## src/rtl/program_sequencer_if.sv

```systemverilog
// Harness <-> run-controller bundle for program_sequencer.
// Ports: start/prog_sel/inst/stall_req come from the harness and fetch_unit;
//        fetch_init/fetch_en/start_address/busy/done/timeout/cycle_count go back.
interface program_sequencer_if #(
   parameter int ADDR_W = 9,
   parameter int INST_W = 9,
   parameter int CNT_W  = 16
);
   logic              start;
   logic [1:0]        prog_sel;
   logic [INST_W-1:0] inst;
   logic              stall_req;
   logic              fetch_init;
   logic              fetch_en;
   logic [ADDR_W-1:0] start_address;
   logic              busy;
   logic              done;
   logic              timeout;
   logic [CNT_W-1:0]  cycle_count;

   // master: harness / fetch side that drives requests and instructions
   modport master (
      output start, prog_sel, inst, stall_req,
      input  fetch_init, fetch_en, start_address, busy, done, timeout, cycle_count
   );

   // slave: the sequencer itself
   modport slave (
      input  start, prog_sel, inst, stall_req,
      output fetch_init, fetch_en, start_address, busy, done, timeout, cycle_count
   );
endinterface

```

## src/rtl/program_sequencer.sv

```systemverilog
// Run controller for fetch_unit: looks up a program start address, pulses
// fetch init for one cycle, then enables fetch until HALT or watchdog expiry.
// Ports: clk, reset (sync, active-high), bus (program_sequencer_if.slave).
module program_sequencer #(
   parameter int                ADDR_W      = 9,
   parameter int                INST_W      = 9,
   parameter int                CNT_W       = 16,
   parameter logic [INST_W-1:0] HALT_OPCODE = 9'b000000001,
   parameter logic [ADDR_W-1:0] PROG0_ADDR  = 9'd0,
   parameter logic [ADDR_W-1:0] PROG1_ADDR  = 9'd64,
   parameter logic [ADDR_W-1:0] PROG2_ADDR  = 9'd128,
   parameter logic [ADDR_W-1:0] PROG3_ADDR  = 9'd256,
   parameter logic [CNT_W-1:0]  MAX_CYCLES  = 16'hFFFF
) (
   input  logic                clk,
   input  logic                reset,
   program_sequencer_if.slave  bus
);

   localparam logic [CNT_W-1:0] CNT_ONE = {{(CNT_W-1){1'b0}}, 1'b1};
   localparam logic [CNT_W-1:0] WD_LAST = MAX_CYCLES - CNT_ONE;

   typedef enum logic [1:0] {IDLE, INIT, RUN, DONE} state_t;

   state_t            state_q, state_d;
   logic [ADDR_W-1:0] start_address_q;
   logic [CNT_W-1:0]  cycle_count_q;
   logic              timeout_q;
   logic [ADDR_W-1:0] prog_addr;
   logic              fetch_init, fetch_en, busy, done, wd_hit;

   always_comb begin
      prog_addr = PROG0_ADDR;
      case (bus.prog_sel)
         2'd0:    prog_addr = PROG0_ADDR;
         2'd1:    prog_addr = PROG1_ADDR;
         2'd2:    prog_addr = PROG2_ADDR;
         default: prog_addr = PROG3_ADDR;
      endcase
   end

   always_comb begin
      state_d    = state_q;
      fetch_init = 1'b0;
      fetch_en   = 1'b0;
      busy       = 1'b0;
      done       = 1'b0;
      wd_hit     = 1'b0;
      case (state_q)
         IDLE: begin
            if (bus.start) state_d = INIT;
         end
         INIT: begin
            fetch_init = 1'b1;
            fetch_en   = 1'b1;
            busy       = 1'b1;
            state_d    = RUN;
         end
         RUN: begin
            busy     = 1'b1;
            fetch_en = ~bus.stall_req;
            // A stalled cycle carries a stale inst, so neither HALT nor the
            // watchdog is evaluated until the datapath frees up.
            if (!bus.stall_req) begin
               if (bus.inst == HALT_OPCODE) begin
                  fetch_en = 1'b0;   // leave pc parked on the HALT word
                  state_d  = DONE;
               end else if (cycle_count_q >= WD_LAST) begin
                  // >= rather than == so a stall landing on the limit cycle
                  // cannot let the run slip past the watchdog.
                  wd_hit  = 1'b1;
                  state_d = DONE;
               end
            end
         end
         DONE: begin
            done    = 1'b1;
            state_d = IDLE;
         end
         default: state_d = IDLE;
      endcase
   end

   always_ff @(posedge clk) begin
      if (reset) begin
         state_q         <= IDLE;
         start_address_q <= '0;
         cycle_count_q   <= '0;
         timeout_q       <= 1'b0;
      end else begin
         state_q <= state_d;
         if (state_q == IDLE && bus.start) begin
            start_address_q <= prog_addr;
            cycle_count_q   <= '0;
            timeout_q       <= 1'b0;
         end
         if (state_q == RUN) begin
            if (cycle_count_q != '1) cycle_count_q <= cycle_count_q + CNT_ONE;
            if (wd_hit) timeout_q <= 1'b1;
         end
      end
   end

   assign bus.fetch_init    = fetch_init;
   assign bus.fetch_en      = fetch_en;
   assign bus.busy          = busy;
   assign bus.done          = done;
   assign bus.start_address = start_address_q;
   assign bus.cycle_count   = cycle_count_q;
   assign bus.timeout       = timeout_q;

endmodule

```

## src/flat_wrapper.sv

```systemverilog
// flat-port wrapper written by rule: the top's interface ports become plain ports
module program_sequencer_flat 
#(
   parameter int                ADDR_W      = 9,
   parameter int                INST_W      = 9,
   parameter int                CNT_W       = 16,
   parameter logic [INST_W-1:0] HALT_OPCODE = 9'b000000001,
   parameter logic [ADDR_W-1:0] PROG0_ADDR  = 9'd0,
   parameter logic [ADDR_W-1:0] PROG1_ADDR  = 9'd64,
   parameter logic [ADDR_W-1:0] PROG2_ADDR  = 9'd128,
   parameter logic [ADDR_W-1:0] PROG3_ADDR  = 9'd256,
   parameter logic [CNT_W-1:0]  MAX_CYCLES  = 16'hFFFF
)
  (clk, reset, bus_start, bus_prog_sel, bus_inst, bus_stall_req, bus_fetch_init, bus_fetch_en, bus_start_address, bus_busy, bus_done, bus_timeout, bus_cycle_count);
  program_sequencer_if #(.ADDR_W(ADDR_W), .INST_W(INST_W), .CNT_W(CNT_W)) bus_i ();
  input  logic clk;
  input  logic reset;
  input wire logic [$bits(bus_i.start)-1:0] bus_start;
  input wire logic [$bits(bus_i.prog_sel)-1:0] bus_prog_sel;
  input wire logic [$bits(bus_i.inst)-1:0] bus_inst;
  input wire logic [$bits(bus_i.stall_req)-1:0] bus_stall_req;
  output wire logic [$bits(bus_i.fetch_init)-1:0] bus_fetch_init;
  output wire logic [$bits(bus_i.fetch_en)-1:0] bus_fetch_en;
  output wire logic [$bits(bus_i.start_address)-1:0] bus_start_address;
  output wire logic [$bits(bus_i.busy)-1:0] bus_busy;
  output wire logic [$bits(bus_i.done)-1:0] bus_done;
  output wire logic [$bits(bus_i.timeout)-1:0] bus_timeout;
  output wire logic [$bits(bus_i.cycle_count)-1:0] bus_cycle_count;
  assign bus_i.start = bus_start;
  assign bus_i.prog_sel = bus_prog_sel;
  assign bus_i.inst = bus_inst;
  assign bus_i.stall_req = bus_stall_req;
  assign bus_fetch_init = bus_i.fetch_init;
  assign bus_fetch_en = bus_i.fetch_en;
  assign bus_start_address = bus_i.start_address;
  assign bus_busy = bus_i.busy;
  assign bus_done = bus_i.done;
  assign bus_timeout = bus_i.timeout;
  assign bus_cycle_count = bus_i.cycle_count;
  program_sequencer #(.ADDR_W(ADDR_W), .INST_W(INST_W), .CNT_W(CNT_W), .HALT_OPCODE(HALT_OPCODE), .PROG0_ADDR(PROG0_ADDR), .PROG1_ADDR(PROG1_ADDR), .PROG2_ADDR(PROG2_ADDR), .PROG3_ADDR(PROG3_ADDR), .MAX_CYCLES(MAX_CYCLES)) u_core (.clk(clk), .reset(reset), .bus(bus_i));
endmodule
```

## config.mk

```make
export PLATFORM = sky130hd
export DESIGN_NAME = program_sequencer_flat
export DESIGN_NICKNAME = d
export VERILOG_FILES = /design/src/rtl/program_sequencer_if.sv /design/src/rtl/program_sequencer.sv /design/src/flat_wrapper.sv
export SDC_FILE = /design/constraint.sdc
export NUM_CORES = 1
export LEC_CHECK = 0
export CAP_MARGIN = 20
export CORE_MARGIN = 10
export CORE_UTILIZATION = 42
export DETAILED_ROUTE_END_ITERATION = 8
export MAX_ROUTING_LAYER = met4
export PLACE_DENSITY = 0.75
export SYNTH_ARGS = -nofsm -noshare
export SYNTH_HDL_FRONTEND = slang
export SYNTH_SLANG_ARGS = --single-unit
```

## constraint.sdc

```tcl
create_clock -name clk -period 2.94 [get_ports clk]
set_input_delay 0.588 -clock clk [delete_from_list [all_inputs] [get_ports clk]]
set_output_delay 0.588 -clock clk [all_outputs]
set_load 0.03 [all_outputs]
```

# [Word level (Yosys, flattened, before mapping)]
# Index checks and enable logic that the tools add are counted.
[word_totals] regBits=28
[classes] add_sub_neg=1 order_cmp=1 eq_ne=10 n_mux=22 bitwise_logic=1 reduce_logical=5
[ops] cell="16-bit two-way mux" count=3
[ops] cell="9-bit one-hot mux with 3 select lines" count=1
[ops] cell="16-bit by 1-bit adder with 16-bit output (second input constant)" count=1
[ops] cell="16-bit greater-or-equal comparator (second input constant)" count=1
[ops] cell="16-bit inequality test (second input constant)" count=1
[ops] cell="1-bit two-way mux" count=12
[ops] cell="9-bit by 1-bit == test with 1-bit output (second input constant)" count=1
[ops] cell="2-bit two-way mux" count=4
[ops] cell="2-bit one-hot mux with 4 select lines" count=1
[ops] cell="2-bit == test (second input constant)" count=3
[ops] cell="2-bit by 1-bit == test with 1-bit output (second input constant)" count=2
[ops] cell="2-bit logical NOT" count=2
[ops] cell="2-bit inequality test (second input constant)" count=2
[ops] cell="3-bit by 1-bit inequality test with 1-bit output (second input constant)" count=1
[ops] cell="3-bit AND reduction" count=1
[ops] cell="1-bit one-hot mux with 2 select lines" count=1
[ops] cell="2-bit OR reduction" count=1
[ops] cell="1-bit logical AND" count=1
[ops] cell="1-bit inverter" count=1

# [Logic depth before layout (Yosys ltp)]
[logic_depth] word_depth=7 ltp_mapped=8 depth_no_buf=7

# [Worst setup path before layout]
# Ideal clock, no wire load.
[synth_path] kind="register to register" start="reg u_core.cycle_count_q[1] (netlist: u_core.bus.cycle_count[1])" end="reg u_core.cycle_count_q[8] (netlist: u_core.bus.cycle_count[8])" setup_time_ns=0.115 arrival_time_ns=2.006 slack_ns=0.819 path_stages_with_launch=8 synth_period_minus_slack_ns=2.121 path_cell_list="dfxtp_1 > ha_1 > nand3_1 > or3_1 > o21ai_2 > buf_4 > nor3_1 > o21a_1"
[synth_via] elab_chain_len=3 elab_cells_between_ends=4 classes_between="add/sub (1); eq/ne (1); mux (2)"
[synth_rtl] item="start, declared" line="program_sequencer.sv:27" source="logic [CNT_W-1:0] cycle_count_q;"
[synth_rtl] item="start signal, assigned" line="program_sequencer.sv:98" source="if (cycle_count_q != '1) cycle_count_q <= cycle_count_q + CNT_ONE;"
[synth_rtl] item="16-bit by 1-bit adder with 16-bit output / 16-bit inequality test (equally long branches)" line="program_sequencer.sv:98"
[synth_rtl] item="16-bit two-way mux (*)" line="program_sequencer.sv:98"
[synth_rtl] item="16-bit two-way mux (*)" line="program_sequencer.sv:97" source="if (state_q == RUN) begin"
# Every way passes the cells marked *; elsewhere a longest branch is shown, timed or not.
# A chain may end at the register's enable or synchronous reset.

# [Worst setup path in the final report]
[layout_path] start="in bus_inst[1]" end="out bus_fetch_en"
[layout_via] elab_chain_len=4
[layout_rtl] item="start, declared" line="flat_wrapper.sv:20" source="input wire logic [$bits(bus_i.inst)-1:0] bus_inst;"
[layout_rtl] item="9-bit by 1-bit == test with 1-bit output" line="program_sequencer.sv:65" source="if (bus.inst == HALT_OPCODE) begin"
[layout_rtl] item="1-bit two-way mux" line="program_sequencer.sv:65"
[layout_rtl] item="1-bit two-way mux" line="program_sequencer.sv:64" source="if (!bus.stall_req) begin"
[layout_rtl] item="1-bit one-hot mux with 2 select lines" line="program_sequencer.sv:49" source="case (state_q)"
[layout_rtl] item="end, declared" line="flat_wrapper.sv:23" source="output wire logic [$bits(bus_i.fetch_en)-1:0] bus_fetch_en;"
# No other way between the ends.

==> reports/metrics.yaml <==
status:
  status: "finished, final reports clean"
sta:
  slew_headroom: 0.4574
  rsz0062_at_grt: "no"
  fin_ws_ps: 256.6
  worstMarginPinSlew_ps: 805.4
  slew_violations: 0
  timing.setup.tns_ps: 0
  fin_crit_ps: 2683
  finalCritPeriodShare: 0.9127
  finalSetupViolCount: 0
  finalHoldViolCount: 0
  skew_ps: 1.270
  max_freq_mhz: 372.7
cts:
  clkLatencyLatePin_ps: 320
  h-tree-depth: 1
  cts-buffers-inserted: 3
  clkSlewWorstSetupHoldPaths_ps: 120
  cts_tree: "yes"
  cts_buffer_depth: 2
  hold_buffers: 0
  post_cts_buffers: 0
  post_cts_resized: 1
  cts_sinks: 22
  cts_root_buffer: "clkbuf_4"
worst_setup_path:
  slowest_stage: "clkdlybuf4s50_1"
  crit_family: "buffers and inverters"
  slowest_delay_ps: 430
  crit_chain: "clkdlybuf4s50_1 -> nor3b_1 -> nand3_1 -> nor3b_1 -> o21a_1 -> dlygate4sd2_1"
  crit_top_cell: "nor3b_1"
  required_ps: 2350
  critPathMaxFanout: 2
  path_class: "in -> out"
  startpoint_type: "input pin"
  cp.arrival_ps: 2100
  reg2reg_setup_slack_ps: 530
  path_buf_inv: 2
  endpoint_kind: "output port"
layout:
  seq_area_sq_um: 440.4
  multiInputGateArea_sq_um: 819.5
  area_growth_pct: 34.27
  finish.net_count: 236
  fillers: 293
  drive_above_1_share: 0.06103
  antennaDiodeCount: 0
placed_design:
  port_buffers: 38
  gp_congestion: 0.8982
  hpwl_microns: 3023
  post-place-ws_ps: 2.153
routing:
  routed-wl-met3_microns: 233
  firstDrtPassIters: 5
  wire_per_inst_microns: 15.37
  wl_microns: 3951
  routed_via_density: 5.630
  wl_met1_microns: 1780
  drc: 0
  routed-wl-met2_microns: 1893
  ant_nets: 0
  dr.first_iter.drc_count: 137
  routed.top_layer: "met4"
  via_count: 1447
power:
  leakagePower_uw: 0.0005894
  vdd_drop_max_mv: 0.3769
  pwr_density_cell_nw_per_um2: 509.7
  total_power_uw: 914.6
synth:
  yosys.area.top_type: "dfxtp_1"
  synth_area_per_cell_sq_um: 7.769
  netlist_area_sq_um: 1336
  synth_top_area_share: 0.3296
  yosys_warnings: 0
  synth_edf_count: 0
  synth_cell_types: 38
  synthTopCellsByCount: "22 x dfxtp_1, 16 x nand2_1, 16 x nand3_1, 14 x nor2_1, 13 x a21oi_1"
  ys_seq_area_frac: 0.3296
  synth_area_leaders: "dfxtp_1 33%, ha_1 6.6%, nand3_1 6.0%"
  synth_ff_type: "dfxtp_1"
  synth_most_common_cell: "dfxtp_1"
  synth-seq-cells: 22
  postSynthCellCount: 172
  async_flop_share: 0
floorplan:
  io_pins: 45
  start_util: 0.4377
  dieArea_sq_um: 5838
  die_y_microns: 76.41
  die_x_microns: 76.41
  std_cell_rows: 20
  core_sq_um: 3053
grt:
  track_usage: 0.1348
  grt_overflow_total: 0
  grt_max_degree: 16
  grt_pass1_vias: 1401
  antenna_found_initial: 0
  grt_pass1_wl_microns: 6610
min_path:
  min_path_type: "reg -> reg"
job:
  maxCapViolations: 0
## power breakdown
group | switching [uW] | leakage (uW) | internal (uW)
Sequential | 20.1 | 0.000178 | 316
Combinational | 259 | 0.000390 | 147
Clock | 96.2 | 0.0000210 | 75.8
Total | 375 | 0.000589 | 539
## per-layer routing
layer  up-vias  GRT usage
met5         -          -
met4         0    0.03903
met3         7    0.03656
met2        53     0.2253
met1       670     0.1539
li1        717          -
## metrics by stage
stage,std cells,area [sq um],hold slack [ps],util
after floorplan,177,1355,467.7,-
after global placement,253,1759,440.9,0.5762
after detailed placement,253,1759,455.6,0.5762
after CTS,257,1794,473.2,0.5877
after global routing,257,1794,511.1,0.5877
final,257,1794,471.3,0.5877
## logic make-up after synthesis
family,count (synthesis),synth area share
AO/OA/AOI/OAI,39,0.1929
other,1,0.002806
flip-flops,22,0.3296
AND/OR/NAND/NOR,82,0.3155
adder cells (fa/ha/maj),7,0.06554
XOR/XNOR,1,0.006556
multiplexers,2,0.01592
buffers and inverters,18,0.07115
## area by class of cell
type                    instances  area share
clock buffers                   4     0.02022
flip-flops and latches         22      0.2455
repair buffers                 43      0.2322
inverters                       7     0.01464
well taps                      44     0.03068
multi-input cells             137      0.4568
## tightest hold or removal path: cells and delay by family, from the launching register on
family / cells / cell delay [ps]
AO/OA/AOI/OAI: 1 / 50
flip-flops: 1 / 330
AND/OR/NAND/NOR: 1 / 50
## flip-flops by register name, summed over array words and instances (netlist names)
| register | count |
|---|---|
| u_core.bus.cycle_count | 16 |
| u_core.bus.timeout | 1 |
| u_core.bus.start_address | 3 |
| u_core.state_q | 2 |
## worst paths after layout
check                                                 from                                        to  cells past startpoint
setup reg to reg      u_core.bus.cycle_count[1]$_SDFF_PP0_      u_core.bus.cycle_count[0]$_SDFF_PP0_                      6
setup / recovery                               bus_inst[1]                              bus_fetch_en                      6
hold / removal    u_core.bus.start_address[8]$_SDFFE_PP0P_  u_core.bus.start_address[8]$_SDFFE_PP0P_                      2
hold reg to reg   u_core.bus.start_address[8]$_SDFFE_PP0P_  u_core.bus.start_address[8]$_SDFFE_PP0P_                      2
## cell usage in the layout, fill, tap and decap left out, types with 2 or more instances in the layout
| master | synthesis | final |
|---|---|---|
| nand3_1 | 16 | 16 |
| ha_1 | 7 | 7 |
| a31oi_1 | 5 | 5 |
| nand4_1 | 10 | 10 |
| o21ai_0 | 6 | 6 |
| nor3_1 | 6 | 6 |
| inv_1 | 6 | 6 |
| o311ai_0 | 2 | 2 |
| nor3b_1 | 4 | 4 |
| a21oi_1 | 13 | 13 |
| nand2b_1 | 2 | 2 |
| o21a_1 | 3 | 3 |
| nor2_1 | 14 | 14 |
| dfxtp_1 | 22 | 22 |
| nand2_1 | 16 | 16 |
| nor4_1 | 4 | 4 |
| clkdlybuf4s50_1 | 0 | 37 |
| conb_1 | 1 | 6 |
| buf_4 | 7 | 5 |
| o21ai_2 | 2 | 2 |
| or4_1 | 3 | 3 |
| or3_1 | 5 | 5 |
| clkbuf_4 | 0 | 3 |
(Power assumes the default switching activity.)
